--- src/rtl/asrm_uart_bus_master_pkg.sv ---
// Shared command/response codes and state encodings for the serial bus master.
package asrm_uart_bus_master_pkg;

  localparam logic [7:0]  CMD_WRITE    = 8'h57;
  localparam logic [7:0]  CMD_READ     = 8'h52;
  localparam logic [7:0]  RSP_ACK      = 8'h06;
  localparam logic [7:0]  RSP_NAK      = 8'h15;
  localparam int unsigned TIMEOUT_BITS = 20;

  typedef enum logic [2:0] {S_IDLE, S_ADDR, S_WDATA, S_HOLD, S_BUS, S_RESP} state_t;
  typedef enum logic [1:0] {RX_IDLE, RX_START, RX_DATA, RX_STOP} rx_state_t;

endpackage

--- src/rtl/asrm_uart_byte_rx.sv ---
// 8N1 byte receiver: double-flop synchroniser, start-bit glitch reject,
// mid-bit sampling and stop-bit check.
module asrm_uart_byte_rx #(
  parameter int unsigned BIT_T = 104
) (
  input  logic       clk,
  input  logic       reset,
  input  logic       rx,
  output logic [7:0] data,
  output logic       rx_valid,
  output logic       frame_err
);
  import asrm_uart_bus_master_pkg::*;

  localparam int unsigned HALF_T = BIT_T / 2;
  localparam int unsigned CW     = $clog2(BIT_T);

  rx_state_t     state_q, state_d;
  logic [CW-1:0] cnt_q, cnt_d;
  logic [2:0]    bit_q, bit_d;
  logic [7:0]    shift_q, shift_d;
  logic          rx_meta, rx_sync, rx_prev;

  // NOTE: clocked state uses non-blocking assignments so every flop samples pre-edge values.
  always_ff @(posedge clk) begin
    if (reset) begin
      rx_meta <= 1'b1;
      rx_sync <= 1'b1;
      rx_prev <= 1'b1;
      state_q <= RX_IDLE;
      cnt_q   <= '0;
      bit_q   <= '0;
      shift_q <= '0;
    end else begin
      rx_meta <= rx;
      rx_sync <= rx_meta;
      rx_prev <= rx_sync;
      state_q <= state_d;
      cnt_q   <= cnt_d;
      bit_q   <= bit_d;
      shift_q <= shift_d;
    end
  end

  // NOTE: every combinational output is defaulted first so no latch can be inferred.
  always_comb begin
    state_d   = state_q;
    cnt_d     = cnt_q + 1'b1;
    bit_d     = bit_q;
    shift_d   = shift_q;
    rx_valid  = 1'b0;
    frame_err = 1'b0;
    unique case (state_q)
      RX_IDLE: begin
        cnt_d = '0;
        if (rx_prev && !rx_sync) state_d = RX_START;
      end
      RX_START: if (cnt_q == CW'(HALF_T - 1)) begin
        cnt_d   = '0;
        bit_d   = '0;
        state_d = rx_sync ? RX_IDLE : RX_DATA;
      end
      RX_DATA: if (cnt_q == CW'(BIT_T - 1)) begin
        cnt_d   = '0;
        shift_d = {rx_sync, shift_q[7:1]};
        bit_d   = bit_q + 1'b1;
        if (bit_q == 3'd7) state_d = RX_STOP;
      end
      RX_STOP: if (cnt_q == CW'(BIT_T - 1)) begin
        rx_valid  = rx_sync;
        frame_err = !rx_sync;
        state_d   = RX_IDLE;
      end
      default: state_d = RX_IDLE;
    endcase
  end

  assign data = shift_q;

endmodule

--- src/rtl/asrm_uart_bus_master.sv ---
// Serial-driven bus initiator: decodes W/R command frames, runs one bus cycle
// while stalling the CPU, and answers over tx. Optional macro: ASRM_UART_BUS_MASTER_TIMEOUT_EN.
module asrm_uart_bus_master #(
  parameter int unsigned wordsize       = 16,
  parameter int unsigned base_addr_size = 16,
  parameter int unsigned clk_frec       = 1000000,
  parameter int unsigned baud           = 9600
) (
  input  logic                      clk,
  input  logic                      reset,
  input  logic                      rx,
  output logic                      tx,
  output logic                      hold,
  output logic                      bus_en,
  output logic [base_addr_size-1:0] addr,
  output logic                      write_en,
  output logic [wordsize-1:0]       data_out,
  input  logic [wordsize-1:0]       data_in,
  output logic                      busy,
  output logic                      error
);
  import asrm_uart_bus_master_pkg::*;

  localparam int unsigned BIT_T = clk_frec / baud;
  localparam int unsigned CW    = $clog2(BIT_T);
  localparam int unsigned AB    = base_addr_size / 8;
  localparam int unsigned WB    = wordsize / 8;
  localparam int unsigned NMAX  = (AB > WB) ? AB : WB;
  localparam int unsigned BW    = $clog2(NMAX + 1);

  logic [7:0] rx_byte;
  logic       rx_valid, frame_err;

  asrm_uart_byte_rx #(.BIT_T(BIT_T)) u_rx (
    .clk       (clk),
    .reset     (reset),
    .rx        (rx),
    .data      (rx_byte),
    .rx_valid  (rx_valid),
    .frame_err (frame_err)
  );

  // TX shifter: tx_done marks the last cycle of a stop bit so the next byte can follow directly.
  logic          tx_busy, tx_start, tx_done;
  logic [7:0]    tx_byte;
  logic [9:0]    tx_shift;
  logic [CW-1:0] tx_cnt;
  logic [3:0]    tx_bit;

  assign tx_done = tx_busy && (tx_cnt == CW'(BIT_T - 1)) && (tx_bit == 4'd9);
  assign tx      = tx_shift[0];

  always_ff @(posedge clk) begin
    if (reset) begin
      tx_busy  <= 1'b0;
      tx_shift <= '1;
      tx_cnt   <= '0;
      tx_bit   <= '0;
    end else if (tx_start) begin
      tx_busy  <= 1'b1;
      tx_shift <= {1'b1, tx_byte, 1'b0};
      tx_cnt   <= '0;
      tx_bit   <= '0;
    end else if (tx_busy) begin
      if (tx_cnt == CW'(BIT_T - 1)) begin
        tx_cnt   <= '0;
        tx_shift <= {1'b1, tx_shift[9:1]};
        tx_bit   <= tx_bit + 1'b1;
        if (tx_bit == 4'd9) tx_busy <= 1'b0;
      end else begin
        tx_cnt <= tx_cnt + 1'b1;
      end
    end
  end

  state_t                    state_q, state_d;
  logic [base_addr_size-1:0] addr_r, addr_d;
  logic [wordsize-1:0]       data_r, data_d, rdata_r, rdata_d;
  logic [BW-1:0]             bcnt_q, bcnt_d, resp_len;
  logic                      is_wr_q, is_wr_d, error_q, error_d;
`ifdef ASRM_UART_BUS_MASTER_TIMEOUT_EN
  localparam int unsigned TO_T = TIMEOUT_BITS * BIT_T;
  localparam int unsigned TW   = $clog2(TO_T);
  logic [TW-1:0] to_q, to_d;
`endif

  always_ff @(posedge clk) begin
    if (reset) begin
      state_q <= S_IDLE;
      addr_r  <= '0;
      data_r  <= '0;
      rdata_r <= '0;
      bcnt_q  <= '0;
      is_wr_q <= 1'b0;
      error_q <= 1'b0;
`ifdef ASRM_UART_BUS_MASTER_TIMEOUT_EN
      to_q    <= '0;
`endif
    end else begin
      state_q <= state_d;
      addr_r  <= addr_d;
      data_r  <= data_d;
      rdata_r <= rdata_d;
      bcnt_q  <= bcnt_d;
      is_wr_q <= is_wr_d;
      error_q <= error_d;
`ifdef ASRM_UART_BUS_MASTER_TIMEOUT_EN
      to_q    <= to_d;
`endif
    end
  end

  assign resp_len = is_wr_q ? BW'(1) : BW'(WB);

  always_comb begin
    state_d  = state_q;
    addr_d   = addr_r;
    data_d   = data_r;
    rdata_d  = rdata_r;
    bcnt_d   = bcnt_q;
    is_wr_d  = is_wr_q;
    error_d  = error_q;
    tx_start = 1'b0;
    tx_byte  = RSP_NAK;
    unique case (state_q)
      S_IDLE: begin
        bcnt_d = '0;
        if (rx_valid) begin
          if (rx_byte == CMD_WRITE || rx_byte == CMD_READ) begin
            state_d = S_ADDR;
            error_d = 1'b0;
            is_wr_d = (rx_byte == CMD_WRITE);
          end else begin
            error_d  = 1'b1;
            tx_start = !tx_busy || tx_done;
          end
        end
      end
      S_ADDR: if (rx_valid) begin
        addr_d = (addr_r << 8) | base_addr_size'(rx_byte);
        bcnt_d = bcnt_q + 1'b1;
        if (bcnt_q == BW'(AB - 1)) begin
          bcnt_d  = '0;
          state_d = is_wr_q ? S_WDATA : S_HOLD;
        end
      end
      S_WDATA: if (rx_valid) begin
        data_d = (data_r << 8) | wordsize'(rx_byte);
        bcnt_d = bcnt_q + 1'b1;
        if (bcnt_q == BW'(WB - 1)) begin
          bcnt_d  = '0;
          state_d = S_HOLD;
        end
      end
      S_HOLD: state_d = S_BUS;
      S_BUS: begin
        if (!is_wr_q) rdata_d = data_in;
        state_d = S_RESP;
      end
      S_RESP: begin
        // Read data leaves MSB first by shifting the captured word left per byte.
        if (tx_done && bcnt_q == resp_len) begin
          state_d = S_IDLE;
        end else if ((!tx_busy || tx_done) && bcnt_q != resp_len) begin
          tx_start = 1'b1;
          tx_byte  = is_wr_q ? RSP_ACK : rdata_r[wordsize-1 -: 8];
          rdata_d  = rdata_r << 8;
          bcnt_d   = bcnt_q + 1'b1;
        end
      end
      default: state_d = S_IDLE;
    endcase

    // Once the bus phase starts the host is quiet, so later line errors are ignored.
    if (frame_err && (state_q == S_IDLE || state_q == S_ADDR || state_q == S_WDATA)) begin
      state_d = S_IDLE;
      error_d = 1'b1;
    end

`ifdef ASRM_UART_BUS_MASTER_TIMEOUT_EN
    to_d = '0;
    if (state_q == S_ADDR || state_q == S_WDATA) begin
      if (!rx_valid) to_d = to_q + 1'b1;
      if (!rx_valid && to_q == TW'(TO_T - 1)) begin
        state_d = S_IDLE;
        error_d = 1'b1;
      end
    end
`endif
  end

  assign hold     = (state_q == S_HOLD) || (state_q == S_BUS);
  assign bus_en   = (state_q == S_BUS);
  assign write_en = bus_en && is_wr_q;
  assign busy     = (state_q != S_IDLE);
  assign addr     = addr_r;
  assign data_out = data_r;
  assign error    = error_q;

endmodule
--- config.mk ---
export PLATFORM = sky130hd
export DESIGN_NAME = asrm_uart_bus_master
export DESIGN_NICKNAME = d
export VERILOG_FILES = /design/src/rtl/asrm_uart_bus_master_pkg.sv /design/src/rtl/asrm_uart_byte_rx.sv /design/src/rtl/asrm_uart_bus_master.sv
export SDC_FILE = /design/constraint.sdc
export NUM_CORES = 1
export LEC_CHECK = 0
export BUFFER_PORTS_ARGS = -buffer_cell sky130_fd_sc_hd__buf_2
export CAP_MARGIN = 25
export CORE_MARGIN = 2
export CORE_UTILIZATION = 57
export DETAILED_ROUTE_END_ITERATION = 8
export GPL_ROUTABILITY_DRIVEN = 1
export PLACE_DENSITY_LB_ADDON = 0.2
export SLEW_MARGIN = 20
export SYNTH_ARGS = -nofsm -noshare
export SYNTH_HDL_FRONTEND = slang
export SYNTH_SLANG_ARGS = --single-unit
export TNS_END_PERCENT = 1
--- constraint.sdc ---
create_clock -name clk -period 3.2 [get_ports clk]
set_input_delay 0.32 -clock clk [delete_from_list [all_inputs] [get_ports clk]]
set_output_delay 0.32 -clock clk [all_outputs]
set_load 0.05 [all_outputs]
* Yosys cells after proc, flatten, opt, wreduce, memory -nomap -nowiden *
Cells that the tools add are included.

storage, ports and cells
  logic and storage cells = 155
  register bits = 99
  output and inout port bits = 38

operators by class
  bitwise logic cells = 2
  add/subtract/negate cells = 5
  equal/unequal tests = 34
  multiplexer cells = 57
  reduce and logical (&&, ||, !) cells = 39

operators with widths
  operator                                                         number
  16-bit 2-to-1 mux                                                3
  8-bit 2-to-1 mux                                                 4
  16-bit by 8-bit bitwise OR with 16-bit output                    2
  16-bit case mux with 2 select lines                              1
  3-bit 2-to-1 mux                                                 9
  9-bit 2-to-1 mux                                                 3
  2-bit 2-to-1 mux                                                 11
  7-bit 2-to-1 mux                                                 3
  7-bit case mux with 3 select lines                               1
  2-bit != test, second input constant                             10
  3-bit case mux with 6 select lines                               1
  1-bit 2-to-1 mux                                                 17
  8-bit by 7-bit == test with 1-bit output, second input constant  2
  7-bit by 1-bit adder with 7-bit output, second input constant    2
  7-bit == test, second input constant                             2
  2-bit by 1-bit != test with 1-bit output, second input constant  6
  2-bit AND reduction                                              6
  2-bit nonzero test                                               6
  3-bit == test, second input constant                             3
  2-bit case mux with 4 select lines                               1
  4-bit AND reduction                                              2
  7-bit by 6-bit == test with 1-bit output, second input constant  1
  1-bit logical AND                                                7
  7-bit AND reduction                                              1
  21 further kinds                                                 33

* Longest topological paths before layout *
Gate-level depths: netlist of the first run.

  depth after elaboration = 10
  mapped depth = 8
  mapped depth without buffers = 7

* Cells and area by module *
A second synthesis of the first run with hierarchy kept.

unflattened totals
  cells, all modules = 525
  area total of the unflattened synthesis = 4405.5 um^2

by module, submodules not included
  module                area each (um^2)  cells each  instances
  asrm_uart_bus_master  3404.5            415         1
  asrm_uart_byte_rx     1001.0            110         1

* Worst setup path after synthesis of the first run *
OpenSTA, ideal clock, no wires.

  kind = register to register
  start point = register state_q[2]
  end point = register tx_cnt[5]
  stages on the path, launching flop included = 8
  required time = 3.064 ns
  data arrival time = 2.170 ns
  path buffers = 2
  clock period less this slack = 2.306 ns
  slack = 0.894 ns
  library setup time = 0.136 ns
  cells stage by stage = dfxtp_1 buf_2 or3_1 or2_2 o31a_1 o21ai_2 buf_2 nor3_1

between the ends
  cells in the longest elaborated chain, start to end = 3
  elaborated cells on any way between the ends = 4
  classes of those cells = 1 x eq/ne; 1 x mux; 2 x reduce/logical

RTL lines
  what                                                     RTL line                     text
  from (decl)                                              asrm_uart_bus_master.sv:76   state_t state_q, state_d;
  from (signal assigned)                                   asrm_uart_bus_master.sv:100  state_q <= state_d;
  3-bit == test / 3-bit zero test (equally long branches)  asrm_uart_bus_master.sv:125  unique case (state_q)
  1-bit case mux with 2 select lines (*)                   asrm_uart_bus_master.sv:125
  2-bit OR reduction (no source line) (*)                  -
  to (signal assigned)                                     asrm_uart_bus_master.sv:71   tx_cnt <= tx_cnt + 1'b1;
  to (decl)                                                asrm_uart_bus_master.sv:47   logic [CW-1:0] tx_cnt;

Every way passes the cells marked *; elsewhere a longest branch is shown, timed or not.
A chain may end at the register's enable or synchronous reset.

* Worst setup path in the final report of the first run *
  start point = register state_q[2]
  end point = register rdata_r[15]

between the ends
  cells in the longest elaborated chain, start to end = 3
  elaborated cells on any way between the ends = 8
  classes of those cells = 5 x eq/ne; 1 x mux; 2 x reduce/logical

RTL lines
  what                                                                         RTL line                     text
  3-bit == test                                                                asrm_uart_bus_master.sv:125
  2-bit != test (no source line) / 2-bit nonzero test (equally long branches)  -
  4-bit AND reduction (no source line)                                         -
  to (signal assigned)                                                         asrm_uart_bus_master.sv:103  rdata_r <= rdata_d;
  to (decl)                                                                    asrm_uart_bus_master.sv:78   logic [wordsize-1:0] data_r, data_d, rdata_r, rdata_d;

Several ways; a longest one is shown, not always the timed one.

==> flow_metrics.env, run 1 <==
export IMPL_synthFlopType="dfxtp_1"
export IMPL_ir_drop_uv=339
export IMPL_core_area_mm2=0.00769
export IMPL_synth_cell_area_mm2=0.00448
export IMPL_total_power_mw=2.04
export IMPL_cts_buffers=9
export IMPL_place_area_mm2=0.00478
export IMPL_via_per_inst=5.55
export IMPL_insertion_delay_ns=0.37
export IMPL_use_met2_pct=36.7
export IMPL_power_density_mw_per_mm2=412
export IMPL_grt_max_degree=46
export IMPL_synthCells=508
export IMPL_fin_skew_ns=0.0119
export IMPL_n_fill_cell=670
export IMPL_setup_tns_final_ns=0
export IMPL_finalHoldViolCount=0
export IMPL_grt_pass1_wl_um=16100
export IMPL_final_cell_count_no_fill=661
export IMPL_drc=0
export IMPL_finalSetupViolations=0
export IMPL_clock_sinks=99
export IMPL_cts_setup_buffers=0
export IMPL_worstSetupPathType="reg -> reg"
export IMPL_initialDrtViolationCount=164
export IMPL_ctsHoldBuffers=0
export IMPL_start_util_pct=58.3
export IMPL_clk_path_buf_depth=2
export IMPL_die_area_mm2=0.00859
export IMPL_portBuffers=56
export IMPL_grt_util_met3_pct=5.78
export IMPL_status="finished clean"
export IMPL_worstPathRequired_ns=3.48
export IMPL_drive_gt1_share_pct=23.3
export IMPL_p_leak_nw=1.86
export IMPL_synth_area_per_cell_um2=8.82
export IMPL_antennaDiodeCount=0
export IMPL_yosysSeqAreaShare_pct=44.2
export IMPL_post_place_ws_ns=0.548
export IMPL_ant_nets=0
export IMPL_post_route_util_pct=64.6
export IMPL_track_usage_pct=23.0
export IMPL_grt_use_met1_pct=31.1
export IMPL_worst_pin_slew_ns=0.966
export IMPL_fin_ws_ns=0.514
export IMPL_gp_congestion=0.800
export IMPL_wl_per_cell_um=14.0
export IMPL_hpwl_um=6530
export IMPL_totalWireLength_um=9260
export IMPL_synthToLayoutAreaGrowth_pct=10.8
export IMPL_period_needed_ns=2.69
export IMPL_grt_pass1_vias=3431
export IMPL_synth_seq_cells=99
export IMPL_clock_root_buffer="clkbuf_8"
export IMPL_ys_async_sr_fraction_pct=0
export IMPL_finalInstanceArea_mm2=0.00496
export IMPL_die_w_um=92.7
export IMPL_grt_busiest_layer="met2"
export IMPL_arrival_ns=2.97
export IMPL_worstSetupEndpointType="register"
export IMPL_antenna_found_initial=0
export IMPL_cp_max_fo=18
export IMPL_cap_violations=0
export IMPL_yosysWarningCount=0
export IMPL_seqCellArea_mm2=0.00198
export IMPL_drt_pre_antenna_iters=4
export IMPL_cts_resized=0
export IMPL_overflow=0
export IMPL_pin_count=57
export IMPL_clk_pin_slew_ns=0.10
export IMPL_max_freq_mhz=372
export IMPL_synth_edf_count=0
export IMPL_cp_start_kind="register"
export IMPL_placed_cells=645
export IMPL_period_share_pct=83.9
export IMPL_hp_class="in -> reg"
export IMPL_num_rows=32
export IMPL_slew_headroom_pct=35.2
export IMPL_htree_levels=3
export IMPL_worst_hold_slack_ns=0.122
export IMPL_fin_nets=581
export IMPL_rsz0062_at_grt="no"
export IMPL_synthesis_nets=535
export IMPL_die_y_um=92.7
export IMPL_cts_tree="built"
export IMPL_multi_input_area_mm2=0.00230
export IMPL_finalMaxSlewViolations=0
export IMPL_via_count=3671
export IMPL_yosysUniqueCellTypes=58
cell usage after synthesis, drive strengths merged, types with 2 or more instances:
cell	instances	area (µm²)
nor4	4	55.1
nor3	7	35.0
a2111oi	3	26.3
nor2	57	214
nand4b	4	50.1
clkbuf	14	52.6
a31oi	5	31.3
xnor2	4	35.0
buf	12	101
nand3b	2	15.0
or2	4	25.0
nand3	13	65.1
xor2	8	70.1
a21oi	52	335
nand2	90	388
o32a	4	40.0
o21ai	18	93.8
ha	8	100
inv	13	48.8
mux2i	22	220
a21o	3	22.5
nor2b	5	31.3
o31a	2	17.5
o211ai	4	30.0
or3	3	18.8
a41oi	2	17.5
or4	4	33.8
nand4	5	31.3
mux2	3	33.8
nand2b	6	37.5
and3	3	18.8
a211oi	10	75.1
dfxtp	99	1980
kinds of logic after synthesis:
kind of cell,count (synthesis),synth area share [%]
simple gates,213,24.0
compound gates,111,16.9
flops,99,44.2
buf+inv,40,4.61
mux,25,5.67
xor+xnor,12,2.35
fa+ha+maj,8,2.23
critical path, cell delays in order (launching register included):
cell and delay, ns:
dfxtp_1 0.76, nor2b_1 0.24, o2111ai_1 0.37, o21ai_1 0.90, nor2_1 0.08, a211oi_1 0.25
per-layer routing:
metal,share of wire [%],wire length (µm)
met2,47,4320
met4,1.4,130
met1,48,4460
met3,3.8,349
met5,0,0
cell usage in the layout (no fill, tap or decap), drive strengths merged, types with 5 or more instances in the layout:
master	synthesis	final
dfxtp	99	99
nand2	90	90
buf	12	61
nor2	57	57
a21oi	52	52
mux2i	22	22
o21ai	18	18
inv	13	15
nand3	13	13
clkbuf	14	11
a211oi	10	10
xor2	8	8
ha	8	8
nor3	7	7
nand2b	6	6
nor2b	5	5
a31oi	5	5
nand4	5	5
layout make-up:
| cell class | count | share of cell area [%] |
|---|---|---|
| flip-flops and latches | 99 | 39.9 |
| clock inverters | 5 | 0.882 |
| multi-input cells | 369 | 46.3 |
| clock buffers | 11 | 2.85 |
| inverters | 14 | 1.06 |
| well taps | 102 | 2.57 |
| repair buffers | 61 | 6.40 |
power breakdown:
part | internal, mW | switching [mW] | leakage [nW]
registers | 1.23 | 0.00333 | 0.798
logic | 0.0153 | 0.0313 | 0.971
clock network | 0.314 | 0.446 | 0.0881
registers in the layout, summed over array words and instances (netlist names), 2 cells and up, named ones only:
signal	count
tx_shift	9
data_out	16
rdata_r	16
tx_cnt	7
state_q	3
tx_bit	4
addr	16
bcnt_q	2
u_rx.data	8
u_rx.cnt_q	7
u_rx.bit_q	3
final timing paths:
check                     from      endpoint  slack, ns  cells after the start
hold / removal              rx  u_rx.rx_meta       0.12                      2
setup reg to reg    state_q[2]   rdata_r[15]       0.51                      5
setup / recovery    state_q[2]   rdata_r[15]       0.51                      5
hold reg to reg   u_rx.rx_meta  u_rx.rx_sync       0.42                      1
No activity file was read; power rests on OpenSTA's default activity.
==> run 2: changes to the inputs <==
Settings changed: CORE_UTILIZATION 57 to 52.
Clock period 3.2 ns to 2.4 ns, I/O delays scaled along.
==> flow_metrics.env, run 2 (synthesis gave the netlist of run 1 again) <==
export IMPL_core_area_mm2=0.00830
export IMPL_p_leak_nw=1.94
export IMPL_worstPathRequired_ns=2.64
export IMPL_period_share_pct=93.9
export IMPL_worst_hold_slack_ns=0.0463
export IMPL_cts_tree="built"
export IMPL_finalMaxSlewViolations=0
export IMPL_die_w_um=96.8
export IMPL_ctsHoldBuffers=0
export IMPL_cap_violations=0
export IMPL_pin_count=57
export IMPL_cp_max_fo=16
export IMPL_die_y_um=96.8
export IMPL_setup_worst_path_start="u_rx.cnt_q[0]"
export IMPL_synthToLayoutAreaGrowth_pct=13.7
export IMPL_grt_pass1_vias=3494
export IMPL_drive_gt1_share_pct=25.6
export IMPL_r2r_slack_ns=0.15
export IMPL_power_density_mw_per_mm2=549
export IMPL_via_per_inst=5.50
export IMPL_finalHoldViolCount=0
export IMPL_slew_headroom_pct=54.6
export IMPL_path_cells="ha_2 > nand4b_4 > or4_4 > or4_1 > buf_4 > nand2_1 > a21oi_1"
export IMPL_die_area_mm2=0.00938
export IMPL_clk_pin_slew_ns=0.10
export IMPL_start_util_pct=54.0
export IMPL_cts_buffers=9
export IMPL_layout_commonest_cell="dfxtp_1"
export IMPL_r2r_end="data_out[2]"
export IMPL_place_area_mm2=0.00489
export IMPL_fin_nets=596
export IMPL_gp_congestion=0.819
export IMPL_initialDrtViolationCount=119
export IMPL_hpwl_um=6710
export IMPL_setup_tns_final_ns=0
export IMPL_finalInstanceArea_mm2=0.00509
export IMPL_crit_family="simple AND/OR/NAND/NOR gates"
export IMPL_arrival_ns=2.49
export IMPL_clk_path_buf_depth=2
export IMPL_clock_sinks=99
export IMPL_grt_busiest_layer="met2"
export IMPL_ir_drop_uv=293
export IMPL_status="finished clean"
export IMPL_n_fill_cell=736
export IMPL_wl_per_cell_um=14.1
export IMPL_worstSetupPathType="reg -> reg"
export IMPL_grt_pass1_wl_um=16300
export IMPL_post_route_util_pct=61.4
export IMPL_worst_pin_slew_ns=0.680
export IMPL_total_power_mw=2.80
export IMPL_hp_start="rx"
export IMPL_antenna_found_initial=0
export IMPL_ant_nets=0
export IMPL_insertion_delay_ns=0.37
export IMPL_clock_root_buffer="clkbuf_8"
export IMPL_slowest_delay_ns=0.54
export IMPL_num_rows=33
export IMPL_whs_endpoint="u_rx.rx_meta"
export IMPL_use_met2_pct=33.5
export IMPL_min_path_cells=2
export IMPL_max_freq_mhz=444
export IMPL_drc=0
export IMPL_finalSetupViolations=0
export IMPL_post_place_ws_ns=0.125
export IMPL_worstSetupEndpointType="register"
export IMPL_drt_pre_antenna_iters=4
export IMPL_overflow=0
export IMPL_rsz0062_at_grt="no"
export IMPL_grt_use_met1_pct=27.8
export IMPL_r2r_cells=7
export IMPL_grt_max_degree=49
export IMPL_final_cell_count_no_fill=679
export IMPL_cp_start_kind="register"
export IMPL_track_usage_pct=20.7
export IMPL_slowest_stage="or4_4"
export IMPL_hp_class="in -> reg"
export IMPL_portBuffers=56
export IMPL_path_buf_inv=1
export IMPL_reg2reg_from="u_rx.cnt_q[0]"
export IMPL_fin_skew_ns=0.0130
export IMPL_fin_ws_ns=0.145
export IMPL_period_needed_ns=2.25
export IMPL_totalWireLength_um=9550
export IMPL_via_count=3734
export IMPL_final_cell_mix="dfxtp_1, nand2_1, nor2_1"
export IMPL_placed_cells=663
export IMPL_antennaDiodeCount=0
export IMPL_htree_levels=3
export IMPL_grt_util_met3_pct=4.55
[run 2: layout make-up]
| type | instances | area, µm² | area share (%) |
|---|---|---|---|
| inverter | 14 | 52.6 | 1.03 |
| clock buffer | 10 | 138 | 2.70 |
| timing repair buffer | 76 | 430 | 8.45 |
| tap | 105 | 131 | 2.58 |
| clock inverter | 6 | 60.1 | 1.18 |
| multi-input combinational | 369 | 2300 | 45.2 |
| sequential | 99 | 1980 | 38.9 |
[run 2: worst max-delay path by stage]
stage / endpoint / slack, ns / depth (start not counted)
floorplan: tx_cnt[5] / 0.09 / 7
global placement: data_out[15] / 0.18 / 7
detailed placement: addr[3] / 0.12 / 7
CTS: data_out[2] / 0.11 / 7
global route: data_out[1] / 0.03 / 7
finish: data_out[2] / 0.15 / 7
[run 2: repair_timing]
action / in CTS / in global routing
endpoints found under the setup margin: 0 / 5
resized for setup: 0 / 1
hold endpoints to repair: 0 / 0
buffers inserted: 0 / 0
[run 2: power by group]
| group | internal [mW] | switching [mW] | total (mW) |
|---|---|---|---|
| combinational | 0.0247 | 0.0441 | 0.0688 |
| clock | 0.439 | 0.640 | 1.08 |
| sequential | 1.65 | 0.00367 | 1.65 |
| total | 2.11 | 0.687 | 2.80 |
[run 2: routing by layer]
layer	wire length [µm]	vias to the layer above	part of all wire, %
met1	4590	1765	48
met3	298	9	3.1
li1	-	1901	-
met4	90	0	0.94
met5	0	-	0
met2	4580	59	48
